==> src/rtl/ga25_vram_sched.sv <==
`default_nettype none
// +----------------------------------------------------------------------------+
// | ga25_vram_sched : 16-slot time-division scheduler for the GA25 VRAM port    |
// | Revision 1.0                                                               |
// +----------------------------------------------------------------------------+
module ga25_vram_sched #(
  parameter logic [14:0] OBJ_BASE  = 15'h7700,
  parameter logic [14:0] RS0_BASE  = 15'h7800,
  parameter logic [14:0] RS1_BASE  = 15'h7a00,
  parameter logic [14:0] SEL0_BASE = 15'h7c00,
  parameter logic [14:0] SEL1_BASE = 15'h7e00
) (
  input  logic        clk_i,
  input  logic        reset_i,
  input  logic        ce_i,
  input  logic        hpulse_i,
  input  logic [9:0]  ve_i,
  input  logic [9:0]  y_ofs0_i,
  input  logic [9:0]  y_ofs1_i,
  input  logic [14:0] layer_addr0_i,
  input  logic [14:0] layer_addr1_i,
  input  logic        mem_cs_i,
  input  logic        mem_rd_i,
  input  logic        mem_wr_i,
  input  logic [15:0] cpu_addr_i,
  input  logic [15:0] cpu_din_i,
  output logic [15:0] cpu_dout_o,
  output logic        busy_o,
  output logic [14:0] vram_addr_o,
  output logic [15:0] vram_data_o,
  output logic        vram_we_o,
  input  logic [15:0] vram_q_i,
  output logic        ce_pix_o,
  output logic [3:0]  slot_o,
  output logic [9:0]  rowscroll0_o,
  output logic [9:0]  rowscroll1_o,
  output logic [9:0]  rowselect0_o,
  output logic [9:0]  rowselect1_o,
  output logic [15:0] index_latch_o,
  output logic [1:0]  layer_load_o,
  output logic [47:0] obj_data_o,
  output logic [2:0]  obj_sel_o
);

  typedef enum logic [1:0] {
    RQ_IDLE = 2'd0,
    RQ_DONE = 2'd1,
    RQ_PEND = 2'd2
  } rq_e;

  rq_e         rq_q, rq_d;
  logic [3:0]  slot_q, slot_d;
  logic        rs_active_q, rs_active_d;
  logic [14:0] obj_addr_q, obj_addr_d;
  logic        we_cap_q, we_cap_d;
  logic [15:0] din_cap_q, din_cap_d;
  logic        strb_prev_q, strb_prev_d;
  logic [14:0] vram_addr_q, vram_addr_d;
  logic [15:0] vram_data_q, vram_data_d;
  logic        vram_we_q, vram_we_d;
  logic [15:0] cpu_dout_q, cpu_dout_d;
  logic [9:0]  rowscroll0_q, rowscroll0_d;
  logic [9:0]  rowscroll1_q, rowscroll1_d;
  logic [9:0]  rowselect0_q, rowselect0_d;
  logic [9:0]  rowselect1_q, rowselect1_d;
  logic [15:0] index_latch_q, index_latch_d;
  logic [1:0]  layer_load_q, layer_load_d;
  logic [47:0] obj_data_q, obj_data_d;
  logic [2:0]  obj_sel_q, obj_sel_d;

  logic        w_strb;
  logic        w_capture;
  logic        w_ce_pix;
  logic [9:0]  w_sum0;
  logic [9:0]  w_sum1;
  logic        unused_addr_lsb;

  assign unused_addr_lsb = cpu_addr_i[0];

  assign w_strb    = mem_cs_i & (mem_rd_i | mem_wr_i);
  assign w_capture = w_strb & ~strb_prev_q & (rq_q == RQ_IDLE);
  assign w_ce_pix  = ce_i & ~slot_q[0];
  assign w_sum0    = y_ofs0_i + ve_i;
  assign w_sum1    = y_ofs1_i + ve_i;

  // Addresses are registered on the ce that enters a slot so the VRAM sees
  // them for the whole slot; the read word is then consumed at the end of
  // the following slot.
  always_comb begin
    rq_d          = rq_q;
    slot_d        = slot_q;
    rs_active_d   = rs_active_q;
    obj_addr_d    = obj_addr_q;
    we_cap_d      = we_cap_q;
    din_cap_d     = din_cap_q;
    strb_prev_d   = w_strb;
    vram_addr_d   = vram_addr_q;
    vram_data_d   = vram_data_q;
    vram_we_d     = 1'b0;
    cpu_dout_d    = cpu_dout_q;
    rowscroll0_d  = rowscroll0_q;
    rowscroll1_d  = rowscroll1_q;
    rowselect0_d  = rowselect0_q;
    rowselect1_d  = rowselect1_q;
    index_latch_d = index_latch_q;
    layer_load_d  = layer_load_q;
    obj_data_d    = obj_data_q;
    obj_sel_d     = obj_sel_q;

    if (w_capture) begin
      rq_d      = RQ_PEND;
      we_cap_d  = mem_wr_i;
      din_cap_d = cpu_din_i;
    end

    if (ce_i) begin
      obj_sel_d = 3'b000;
      if (w_ce_pix) begin
        layer_load_d = 2'b00;
      end

      if (w_ce_pix && hpulse_i) begin
        slot_d      = 4'd15;
        rs_active_d = 1'b1;
        obj_addr_d  = OBJ_BASE;
      end else begin
        slot_d = slot_q + 4'd1;
      end

      case (slot_q)
        4'd1: begin
          if (rs_active_q) rowscroll0_d  = vram_q_i[9:0];
          else             index_latch_d = vram_q_i;
        end
        4'd2:  if (!rs_active_q) layer_load_d[0] = 1'b1;
        4'd3:  if (rs_active_q)  rowselect0_d    = vram_q_i[9:0];
        4'd5: begin
          obj_data_d[15:0] = vram_q_i;
          obj_sel_d[0]     = 1'b1;
          obj_addr_d       = obj_addr_q + 15'd1;
        end
        4'd7: begin
          obj_data_d[31:16] = vram_q_i;
          obj_sel_d[1]      = 1'b1;
          obj_addr_d        = obj_addr_q + 15'd1;
        end
        4'd9: begin
          if (rs_active_q) rowscroll1_d  = vram_q_i[9:0];
          else             index_latch_d = vram_q_i;
        end
        4'd10: if (!rs_active_q) layer_load_d[1] = 1'b1;
        4'd11: begin
          if (rs_active_q) rowselect1_d = vram_q_i[9:0];
          rs_active_d = 1'b0;
        end
        4'd13: begin
          obj_data_d[47:32] = vram_q_i;
          obj_sel_d[2]      = 1'b1;
          obj_addr_d        = obj_addr_q + 15'd1;
        end
        4'd15: begin
          cpu_dout_d = vram_q_i;
          if (rq_q == RQ_DONE) begin
            rq_d     = RQ_IDLE;
            we_cap_d = 1'b0;
          end
        end
        default: ;
      endcase

      case (slot_d)
        4'd0:  vram_addr_d = rs_active_q ? (RS0_BASE + {5'd0, w_sum0}) : layer_addr0_i;
        4'd2:  vram_addr_d = rs_active_q ? (SEL0_BASE + {7'd0, ve_i[7:0]})
                                         : (layer_addr0_i | 15'd1);
        4'd4:  vram_addr_d = obj_addr_d;
        4'd6:  vram_addr_d = obj_addr_d;
        4'd8:  vram_addr_d = rs_active_q ? (RS1_BASE + {5'd0, w_sum1}) : layer_addr1_i;
        4'd10: vram_addr_d = rs_active_q ? (SEL1_BASE + {7'd0, ve_i[7:0]})
                                         : (layer_addr1_i | 15'd1);
        4'd12: vram_addr_d = obj_addr_d;
        4'd14: begin
          // A strobe edge arriving on this very clk is serviced right away.
          vram_addr_d = cpu_addr_i[15:1];
          vram_data_d = w_capture ? cpu_din_i : din_cap_q;
          if (w_capture || rq_q == RQ_PEND) begin
            vram_we_d = w_capture ? mem_wr_i : we_cap_q;
            rq_d      = RQ_DONE;
          end
        end
        default: ;
      endcase
    end
  end

  always_ff @(posedge clk_i) begin
    if (reset_i) begin
      rq_q          <= RQ_IDLE;
      slot_q        <= 4'd0;
      rs_active_q   <= 1'b0;
      obj_addr_q    <= OBJ_BASE;
      we_cap_q      <= 1'b0;
      din_cap_q     <= 16'd0;
      strb_prev_q   <= 1'b0;
      vram_addr_q   <= 15'd0;
      vram_data_q   <= 16'd0;
      vram_we_q     <= 1'b0;
      cpu_dout_q    <= 16'd0;
      rowscroll0_q  <= 10'd0;
      rowscroll1_q  <= 10'd0;
      rowselect0_q  <= 10'd0;
      rowselect1_q  <= 10'd0;
      index_latch_q <= 16'd0;
      layer_load_q  <= 2'b00;
      obj_data_q    <= 48'd0;
      obj_sel_q     <= 3'b000;
    end else begin
      rq_q          <= rq_d;
      slot_q        <= slot_d;
      rs_active_q   <= rs_active_d;
      obj_addr_q    <= obj_addr_d;
      we_cap_q      <= we_cap_d;
      din_cap_q     <= din_cap_d;
      strb_prev_q   <= strb_prev_d;
      vram_addr_q   <= vram_addr_d;
      vram_data_q   <= vram_data_d;
      vram_we_q     <= vram_we_d;
      cpu_dout_q    <= cpu_dout_d;
      rowscroll0_q  <= rowscroll0_d;
      rowscroll1_q  <= rowscroll1_d;
      rowselect0_q  <= rowselect0_d;
      rowselect1_q  <= rowselect1_d;
      index_latch_q <= index_latch_d;
      layer_load_q  <= layer_load_d;
      obj_data_q    <= obj_data_d;
      obj_sel_q     <= obj_sel_d;
    end
  end

  assign cpu_dout_o    = cpu_dout_q;
  assign busy_o        = (rq_q != RQ_IDLE);
  assign vram_addr_o   = vram_addr_q;
  assign vram_data_o   = vram_data_q;
  assign vram_we_o     = vram_we_q;
  assign ce_pix_o      = w_ce_pix;
  assign slot_o        = slot_q;
  assign rowscroll0_o  = rowscroll0_q;
  assign rowscroll1_o  = rowscroll1_q;
  assign rowselect0_o  = rowselect0_q;
  assign rowselect1_o  = rowselect1_q;
  assign index_latch_o = index_latch_q;
  assign layer_load_o  = layer_load_q;
  assign obj_data_o    = obj_data_q;
  assign obj_sel_o     = obj_sel_q;

endmodule
`default_nettype wire

==> config.mk <==
export PLATFORM = sky130hd
export DESIGN_NAME = ga25_vram_sched
export DESIGN_NICKNAME = d
export VERILOG_FILES = /design/src/rtl/ga25_vram_sched.sv
export SDC_FILE = /design/constraint.sdc
export NUM_CORES = 1
export LEC_CHECK = 0
export ABC_AREA = 1
export CAP_MARGIN = 20
export CORE_AREA = 4 4 163 181
export CTS_CLUSTER_SIZE = 10
export DETAILED_ROUTE_END_ITERATION = 8
export DIE_AREA = 0 0 167 185
export MAX_ROUTING_LAYER = met4
export SLEW_MARGIN = 15
export SYNTH_ARGS = -nofsm -noshare
export SYNTH_HDL_FRONTEND = slang
export SYNTH_SLANG_ARGS = --single-unit
==> constraint.sdc <==
create_clock -name clk_i -period 5.4 [get_ports clk_i]
set_clock_uncertainty 0.1 [all_clocks]
set_input_delay 1.08 -clock clk_i [delete_from_list [all_inputs] [get_ports clk_i]]
set_output_delay 1.08 -clock clk_i [all_outputs]
set_load 0.1 [all_outputs]
======== After elaboration in Yosys (flattened, before gate mapping) ========
Index checks and enable logic that the tools add are counted.
word-level totals
  bits in registers ....................... 197
  input port bits ......................... 115
  output and inout port bits .............. 163
  word-level logic and storage cells ...... 112
operators by class
  add/subtract/negate cells ............... 8
  equality and inequality tests ........... 19
  muxes and demuxes ....................... 30
  bitwise operators ....................... 11
  reductions and logical operators ........ 23
operator list
  cell                                                  number
  2-to-1 mux 15 bit                                     6
  case mux 15 bit (6 select lines)                      1
  equality test 4 bit (second input constant)           9
  adder 12 x 11 -> 13 bit (first input constant)        2
  adder 10 bit                                          2
  equality test 4 x 3 -> 1 bit (second input constant)  4
  2-to-1 mux 16 bit                                     1
  adder 15 x 1 -> 15 bit (second input constant)        1
  AND reduction 3 bit                                   5
  2-to-1 mux 2 bit                                      7
  AND reduction 2 bit                                   7
  2-to-1 mux 1 bit                                      13
  adder 11 x 9 -> 12 bit (first input constant)         1
  equality test 4 x 2 -> 1 bit (second input constant)  3
  adder 10 x 9 -> 11 bit (first input constant)         1
  2-to-1 mux 4 bit                                      2
  inverter 1 bit                                        6
  nonzero test 6 bit                                    1
  OR reduction 3 bit                                    2
  adder 4 x 1 -> 4 bit (second input constant)          1
  AND 1 bit                                             4
  equality test 4 x 1 -> 1 bit (second input constant)  1
  logical NOT 4 bit                                     1
  nonzero test 2 bit                                    2
  other kinds (8)                                       8

======== Depth between registers and ports, before layout ========
Gate-level depths: netlist (run 1).
  depth after elaboration ................. 10
  gate-level depth with buffers ........... 14
  mapped depth without buffers ............ 14

======== Worst setup path after synthesis (run 1) ========
Ideal clock, no wire load.
  kind .................................... input-to-output
  start point ............................. in ce_i
  end point ............................... out ce_pix_o
  data arrival time ....................... 2.201 ns
  data required time ...................... 4.220 ns
  slack ................................... 2.019 ns
  stages on the path ...................... 4
  buffers on the path ..................... 2
  cells stage by stage .................... buf_4 -> clkbuf_1 -> nand2_1 -> inv_1
between the ends
  cells in the longest elaborated chain, start to end .. 1
ends and longest elaborated chain
  element             RTL line  RTL
  start: declaration  15        input logic ce_i,
  AND 1 bit           82        assign w_ce_pix = ce_i & ~slot_q[0];
  end: declaration    33        output logic ce_pix_o,
No other way between the ends.

======== Worst setup path after layout (run 1) ========
Ends and elaborated chain as after synthesis.

==> impl_metrics.csv, run 1 <==
group,metric,value,unit
cts,cts-root-buf,"clkbuf_16",
synth,yosysSeqAreaShare,0.412,
routing,drtAntennaViolNets,0,
cts,cts.path.max_buffers,2,
layout,area_growth_syn_to_layout,37.1,%
cts,path_clk_slew,0.08,ns
power_and_ir_drop,leakage,0.00546,µW
layout,drive_above_1_share,0.0509,
cts,cts_hold_buf,0,
synth,syn_area_per_cell,6.83,µm²
synth,synthesis.area,0.00957,mm²
layout,diodes,0,
floorplanning,initial_core_util,0.346,
layout,mostFrequentLayoutCell,"nor2_1",
synth,synthArstFlopShare,0,
layout,nets,1776,
sta,grt_setup_unrepaired,"false",
worst_setup_path,path_class,"in2out",
synth,synthesis.nets,1541,
synth,synthCells,1401,
sta,setup_viol,0,
outcome,status,"finished clean",
sta,fin_tns_setup,0,ns
sta,layout_min_cycle_time,3.59,ns
global_routing,grt_pass1_vias,9673,
floorplanning,dieArea,0.0309,mm²
cts,cts_buffers,17,
worst_setup_path,worst-path-max-fanout,33,
sta,slew_violations,0,
synth,synth_cell_types,46,
cts,cts_tree,"yes",
floorplanning,dieWidth,167,µm
floorplanning,core,0.0276,mm²
place,globalplace.congestion,0.901,
routing,via_per_inst,4.89,
global_routing,grt_pass1_wl,52000,µm
sta,fmax,0.279,GHz
cts,h-tree-depth,4,
sta,tightest_slew,1.07,ns
routing,drt_pass1_iterations,5,
worst_setup_path,cp-start-kind,"primary input",
layout,layout_common_cells,"331 x nor2_1, 273 x clkdlybuf4s50_1, 255 x nand2_1",
synth,yosys_warnings,0,
floorplanning,io_pins,278,
floorplanning,die_y,185,µm
run,drv_cap,0,
routing,drtIter0Drc,657,
place,dp_cells,1979,
worst_setup_path,cp_data_required_time,4.22,ns
global_routing,grt_use_total,0.217,
power_and_ir_drop,peakVddDrop,160,µV
cts,cts_setup_buffers,0,
global_routing,grt_antenna_before_repair,0,
synth,synth-seq-cells,197,
cts,cts.sinks,197,
global_routing,grt_overflow,0,
layout,fin_cells,2012,
worst_setup_path,worstSetupEndpointType,"primary output",
floorplanning,rows,64,
routing,wl_per_cell,16.7,µm
routing,wl,33500,µm
routing,drc,0,
power_and_ir_drop,power_density,266,mW/mm²
place,port_buffers,276,
global_routing,grt_max_degree,66,
power_and_ir_drop,p_total,3490,µW
hold_path,worstHoldPathType,"reg2reg",
sta,slew_headroom,0.285,
sta,hold_viol_final,0,
synth,synth_edf_count,0,
sta,timing.final.crit_share,0.664,
worst_setup_path,arrival,2.41,ns
place,hpwl,24100,µm
routing,vias,9842,
cts,cts-resized-gates,0,
synth,synthFlopType,"dfxtp_1",
cts,clkLatencyLatePin,0.43,ns
## sequential cells by signal (all words and copies together), names as in the netlist, 3 cells and up
| signal | cells |
|---|---|
| rowselect0_o | 10 |
| slot_o | 4 |
| obj_sel_o | 3 |
| obj_data_o | 48 |
| din_cap_q | 16 |
| index_latch_o | 16 |
| rowscroll1_o | 10 |
| obj_addr_q | 15 |
| vram_addr_o | 15 |
| rowselect1_o | 10 |
| cpu_dout_o | 16 |
| vram_data_o | 16 |
| rowscroll0_o | 10 |
## worst max-delay path, cell delays in order
cell	delay [ns]
buf_2	0.46
buf_4	0.36
nand2_1	0.13
inv_1	0.07
buf_4	0.28
## where the power goes
group          switching [µW]  internal [µW]
registers                29.5           1490
clock network             627            626
logic                     489            229
total                    1140           2350
## kinds of logic after synthesis
kind of cell,synth area share
simple gates,0.322
buf+inv,0.0750
mux,0.00105
flops,0.412
compound gates,0.147
xor+xnor,0.00824
fa+ha+maj,0.0342
## routing by layer
layer / GRT usage / share of wire
met3: 0.0685 / 0.084
met5: - / 0
met1: 0.258 / 0.42
met4: 0.0697 / 0.030
met2: 0.351 / 0.47
## cells in the mapped netlist (2+ instances only)
library cell,n,share of area
nand2_2,5,0.0033
buf_6,4,0.0047
clkinv_1,8,0.0031
fa_1,2,0.0042
nand4_1,17,0.011
buf_2,3,0.0016
nand3b_1,4,0.0031
nand2_1,255,0.10
buf_4,5,0.0039
clkbuf_1,56,0.022
a21oi_4,2,0.0034
a31oi_1,3,0.0020
inv_1,91,0.036
a21oi_2,3,0.0027
nand4_2,2,0.0026
a21oi_1,71,0.037
ha_1,23,0.030
dfxtp_1,197,0.41
o211ai_1,4,0.0031
o21a_1,4,0.0031
nor3_1,4,0.0021
nand2_4,6,0.0071
inv_4,2,0.0013
or2_2,4,0.0026
buf_1,2,0.00078
nor2_8,2,0.0042
a211oi_1,2,0.0016
inv_2,5,0.0020
nor3_2,2,0.0021
nand3_1,93,0.049
xor2_1,8,0.0073
o22ai_1,3,0.0020
o31ai_1,3,0.0024
nor2_1,331,0.13
o21ai_1,6,0.0031
o21ai_0,159,0.083
## final timing paths
kind                       start              to  slack [ns]  depth (start not counted)
setup / recovery            ce_i        ce_pix_o        1.81                          5
hold / removal    vram_addr_o[5]  vram_addr_o[5]        0.36                          2
setup reg to reg       slot_o[0]  vram_addr_o[9]        2.58                         12
hold reg to reg   vram_addr_o[5]  vram_addr_o[5]        0.36                          2
## final cells by class
cell class                 instances  area [µm²]
clock buffer                      18         439
fill                            2819       14500
inverter                         106         403
sequential                       197        3940
tap                              363         454
multi-input combinational       1028        4910
clock inverter                    14         143
timing repair buffer             286        2830
## metrics by stage
stage,setup slack (ns),hold slack (ns),util,instance area (µm²)
after global routing,1.71,0.382,0.475,13100
after global placement,1.79,0.340,0.453,12500
after detailed placement,1.80,0.345,0.453,12500
after CTS,1.80,0.359,0.475,13100
after floorplan,2.02,0.359,-,9570
final,1.81,0.356,0.475,13100
Power figures use the tool's default switching activity.
==> inputs of run 2 (changes only) <==
- clock period: 5.4 -> 3.1 ns (I/O delays scaled with it)
==> impl_metrics.csv, run 2 (synthesis gave the netlist of run 1 again) <==
group,metric,value,unit
cts,cts-root-buf,"clkbuf_16",
worst_setup_path,arrival,2.77,ns
layout,area_growth_syn_to_layout,33.6,%
sta,fin_tns_setup,0,ns
worst_setup_path,regToRegSetupSlack,0.80,ns
routing,drc,0,
routing,vias,9847,
floorplanning,die_y,185,µm
floorplanning,rows,64,
routing,drtIter0Drc,745,
sta,layout_min_cycle_time,2.50,ns
floorplanning,io_pins,278,
worst_setup_path,worstSetupEndpointType,"flip-flop",
cts,cts-resized-gates,0,
worst_setup_path,worst-path-max-fanout,4,
cts,path_clk_slew,0.07,ns
sta,slew_headroom,0.458,
layout,diodes,0,
power_and_ir_drop,peakVddDrop,395,µV
cts,cts_buffers,17,
sta,setup_ws,0.603,ns
layout,layout_common_cells,"331 x nor2_1, 255 x nand2_1, 197 x dfxtp_1",
worst_setup_path,crit_path_start,"ve_i[1]",
floorplanning,dieArea,0.0309,mm²
worst_setup_path,rr_startpoint,"slot_o[0]",
hold_path,worstHoldPathType,"reg2reg",
global_routing,grt_pass1_wl,52700,µm
routing,wl,34200,µm
sta,fmax,0.400,GHz
sta,grt_setup_unrepaired,"false",
layout,drive_above_1_share,0.154,
global_routing,grt-busiest-layer,"met2",
layout,multiInputGateArea,0.00491,mm²
layout,seq_area,0.00394,mm²
sta,slew_violations,0,
worst_setup_path,cp_data_required_time,3.37,ns
cts,clkLatencyLatePin,0.44,ns
global_routing,grtUsageMet2,0.362,
layout,largest_reg_flops,48,
global_routing,grt_use_total,0.221,
global_routing,met1_usage,0.271,
floorplanning,core,0.0276,mm²
sta,tightest_slew,0.804,ns
cts,cts.path.max_buffers,2,
global_routing,grt_antenna_before_repair,0,
cts,cts_tree,"yes",
routing,via_per_inst,4.87,
place,dp_slack,0.187,ns
routing,wl_per_cell,16.9,µm
cts,cts_setup_buffers,0,
global_routing,grt_max_degree,74,
cts,cts.sinks,197,
sta,setup_viol,0,
place,globalplace.congestion,0.875,
layout,nets,1788,
power_and_ir_drop,leakage,0.00584,µW
cts,cts_hold_buf,0,
power_and_ir_drop,power_density,472,mW/mm²
outcome,status,"finished clean",
worst_setup_path,cp-start-kind,"primary input",
cts,h-tree-depth,4,
worst_setup_path,path_class,"in2reg",
hold_path,min_from,"vram_addr_o[12]",
run,drv_cap,0,
sta,timing.final.crit_share,0.806,
layout,mostFrequentLayoutCell,"nor2_1",
routing,drt_pass1_iterations,5,
layout,fillers,2867,
routing,drtAntennaViolNets,0,
global_routing,grt_pass1_vias,9655,
global_routing,use_met3,0.0587,
floorplanning,initial_core_util,0.346,
floorplanning,dieWidth,167,µm
place,port_buffers,276,
global_routing,grt_overflow,0,
sta,hold_viol_final,0,
place,hpwl,24900,µm
==> run 2: changes by cell type in the layout (fill, tap and decap cells not counted), sizes merged <==
cell / before / now
buf: 13 / 187
clkdlybuf4s50: 273 / 111
clkbuf: 18 / 20
clkinv: 13 / 11
==> run 2: path summary, 6_finish.rpt <==
check,endpoint,cells past startpoint
worst max-delay path,vram_addr_o[8],12
worst min-delay path,vram_addr_o[12],2
worst max register to register,vram_addr_o[3],11
worst min register to register,vram_addr_o[12],2
==> run 2: area by class of cell <==
type,count,share of cell area
tap,363,0.0355
clock inverter,12,0.00744
multi-input combinational,1028,0.384
sequential,197,0.308
timing repair buffer,298,0.198
clock buffer,20,0.0349
inverter,106,0.0315
==> run 2: power breakdown <==
group | internal, µW | switching [µW] | leakage [µW]
clock | 1070 | 1050 | 0.000261
combinational | 399 | 866 | 0.00398
sequential | 2600 | 47.6 | 0.00160
total | 4070 | 1970 | 0.00584
==> run 2: metal layers <==
metal / share of wire / routed length (µm)
met2: 0.47 / 16200
met1: 0.43 / 14700
met5: 0 / 0
met3: 0.074 / 2540
met4: 0.021 / 730
==> run 2: critical path, cell delays in order <==
cell	delay, ns
clkdlybuf4s50_1	0.57
inv_1	0.13
fa_1	0.47
inv_1	0.09
nand3_1	0.06
nand2_1	0.16
nand4_1	0.13
nand3b_1	0.11
nand3_1	0.11
nand2_1	0.12
nand2_1	0.06
a21oi_1	0.14
==> run 2: metrics by stage <==
| stage | power, µW | hold WS (ns) | utilization | instances | instance area [µm²] |
|---|---|---|---|---|---|
| 5_1_grt | 6310 | 0.368 | 0.463 | 2024 | 12800 |
| 3_3_place_gp | 3970 | 0.342 | 0.443 | 1992 | 12200 |
| 6_report | 6030 | 0.350 | 0.463 | 2024 | 12800 |
| 3_5_place_dp | 3970 | 0.340 | 0.443 | 1992 | 12200 |
| 2_1_floorplan | 3540 | 0.359 | - | 1401 | 9570 |
| 4_1_cts | 6100 | 0.353 | 0.463 | 2024 | 12800 |
==> inputs of run 3 (changes only) <==
- clock period: 3.1 -> 2.15 ns (I/O delays scaled with it)
==> impl_metrics.csv, run 3 (synthesis gave the netlist of run 1 again) <==
group,metric,value,unit
sta,grt_setup_unrepaired,"true",
sta,timing.final.crit_share,0.943,
worst_setup_path,critPathSlowestCell,"dfxtp_4",
worst_setup_path,cp-start-kind,"flip-flop",
layout,largest_reg_flops,48,
layout,layout_common_cells,"331 x nor2_1, 257 x buf_4, 253 x nand2_1",
routing,top_layer_used,"met4",
worst_setup_path,worstPathCellList,"inv_1 > ha_1 > nand2_1 > nor2_1 > nand2_1 > clkinvlp_4 > nor2_1 > nor2_1",
worst_setup_path,crit_path_start,"slot_o[1]",
global_routing,grt_overflow,0,
floorplanning,rows,64,
routing,vias,10200,
run,drv_cap,0,
layout,drive_above_1_share,0.200,
routing,wl,34600,µm
worst_setup_path,cpPeakStageDelay,0.40,ns
worst_setup_path,crit_end,"rowscroll1_o[6]",
routing,dr_wl_met3,2650,µm
worst_setup_path,worst-path-max-fanout,11,
worst_setup_path,crit_top_cell,"nor2_1",
cts,h-tree-depth,4,
sta,hold_viol_final,0,
worst_setup_path,regToRegSetupSlack,0.12,ns
sta,fin_tns_setup,0,ns
layout,nets,1870,
routing,drc,0,
hold_path,min_from,"ce_i",
global_routing,grt_max_degree,76,
place,port_buffers,276,
sta,tightest_slew,0.605,ns
worst_setup_path,crit_buf_inv,2,
routing,met1_length,14500,µm
place,dp_cells,2073,
worst_setup_path,worstSetupEndpointType,"flip-flop",
global_routing,grt_pass1_vias,10000,
power_and_ir_drop,leakage,0.00628,µW
power_and_ir_drop,power_density,667,mW/mm²
routing,via_per_inst,4.85,
cts,path_clk_slew,0.07,ns
sta,layout_min_cycle_time,2.03,ns
worst_setup_path,path_class,"reg2reg",
routing,wl_met2,16600,µm
worst_setup_path,reg2reg_depth,8,
outcome,status,"finished clean",
worst_setup_path,r2r_end,"rowscroll1_o[6]",
routing,wl_per_cell,16.4,µm
worst_setup_path,cp_data_required_time,2.38,ns
worst_setup_path,rr_startpoint,"slot_o[1]",
cts,cts_buffers,17,
layout,area_growth_syn_to_layout,41.7,%
routing,drtAntennaViolNets,0,
layout,fin_cells,2108,
global_routing,grt_use_total,0.225,
cts,cts_tree,"yes",
sta,fmax,0.493,GHz
sta,slew_violations,0,
global_routing,grt_antenna_before_repair,2,
layout,mostFrequentLayoutCell,"nor2_1",
floorplanning,io_pins,278,
floorplanning,dieWidth,167,µm
worst_setup_path,arrival,2.25,ns
floorplanning,initial_core_util,0.346,
cts,clkLatencyLatePin,0.44,ns
worst_setup_path,path_delay_family,"simple AND/OR/NAND/NOR gates",
sta,slew_headroom,0.597,
floorplanning,core,0.0276,mm²
cts,cts.sinks,197,
place,globalplace.congestion,0.956,
place,hpwl,25900,µm
floorplanning,die_y,185,µm
global_routing,grt_pass1_wl,53700,µm
cts,cts.path.max_buffers,2,
power_and_ir_drop,peakVddDrop,464,µV
cts,cts_hold_buf,0,
floorplanning,dieArea,0.0309,mm²
routing,drt_pass1_iterations,5,
worst_setup_path,crit_cells,8,
sta,setup_viol,0,
power_and_ir_drop,p_total,9050,µW
cts,cts-root-buf,"clkbuf_16",
hold_path,min_path_cells,3,
routing,drtIter0Drc,588,
hold_path,worstHoldPathType,"in2reg",
[run 3: cell count changes in the layout (fill, tap and decap cells not counted), moves of 3 or more]
cell / before / now
dfxtp_1: 197 / 193
buf_12: 2 / 9
clkbuf_1: 2 / 5
buf_4: 183 / 257
[run 3: power breakdown]
part / total, µW / switching (µW) / internal [µW] / leakage (µW)
registers: 3830 / 74.3 / 3760 / 0.00160
clock network: 3190 / 1460 / 1730 / 0.000278
logic: 2030 / 1290 / 745 / 0.00441
[run 3: worst reg2reg max path, stage by stage (launching register included)]
cell,delay [ns]
dfxtp_4,0.40
inv_1,0.07
ha_1,0.20
nand2_1,0.18
nor2_1,0.08
nand2_1,0.33
clkinvlp_4,0.31
nor2_1,0.18
nor2_1,0.07
[run 3: worst min path at each step]
stage                       to  slack [ns]
2_1_floorplan          rq_q[1]        0.36
3_3_place_gp   vram_addr_o[12]        0.34
3_5_place_dp    vram_addr_o[9]        0.35
4_1_cts        layer_load_o[1]        0.23
5_1_grt        layer_load_o[1]        0.27
6_report       layer_load_o[1]        0.25
[run 3: layout make-up]
cell class,instances,area (µm²)
Multi-Input combinational cell,1028,4930
Fill cell,2821,14100
Antenna cell,2,5.00
Timing Repair Buffer,380,3240
Sequential cell,197,3950
Inverter,106,410
Clock inverter,10,120
Tap cell,363,454
Clock buffer,22,444
[run 3: routing by layer]
layer,GRT usage,vias to the layer above
met4,0.0717,0
met1,0.266,4688
li1,-,5180
met2,0.371,321
met3,0.0642,45
met5,-,-
[run 3: repair_timing]
item	in CTS	in global routing
endpoints found under the setup margin	0	48
setup buffers	0	1
resized for setup	0	12
[run 3: through the flow]
stage	hold slack (ns)	setup slack (ns)	cell area, µm²	util
2_1_floorplan	0.359	0.00516	9580	-
3_3_place_gp	0.343	-0.401	13000	0.469
3_5_place_dp	0.349	-0.434	13000	0.469
4_1_cts	0.229	0.0230	13500	0.489
5_1_grt	0.271	-0.0421	13600	0.491
6_report	0.245	0.123	13600	0.491
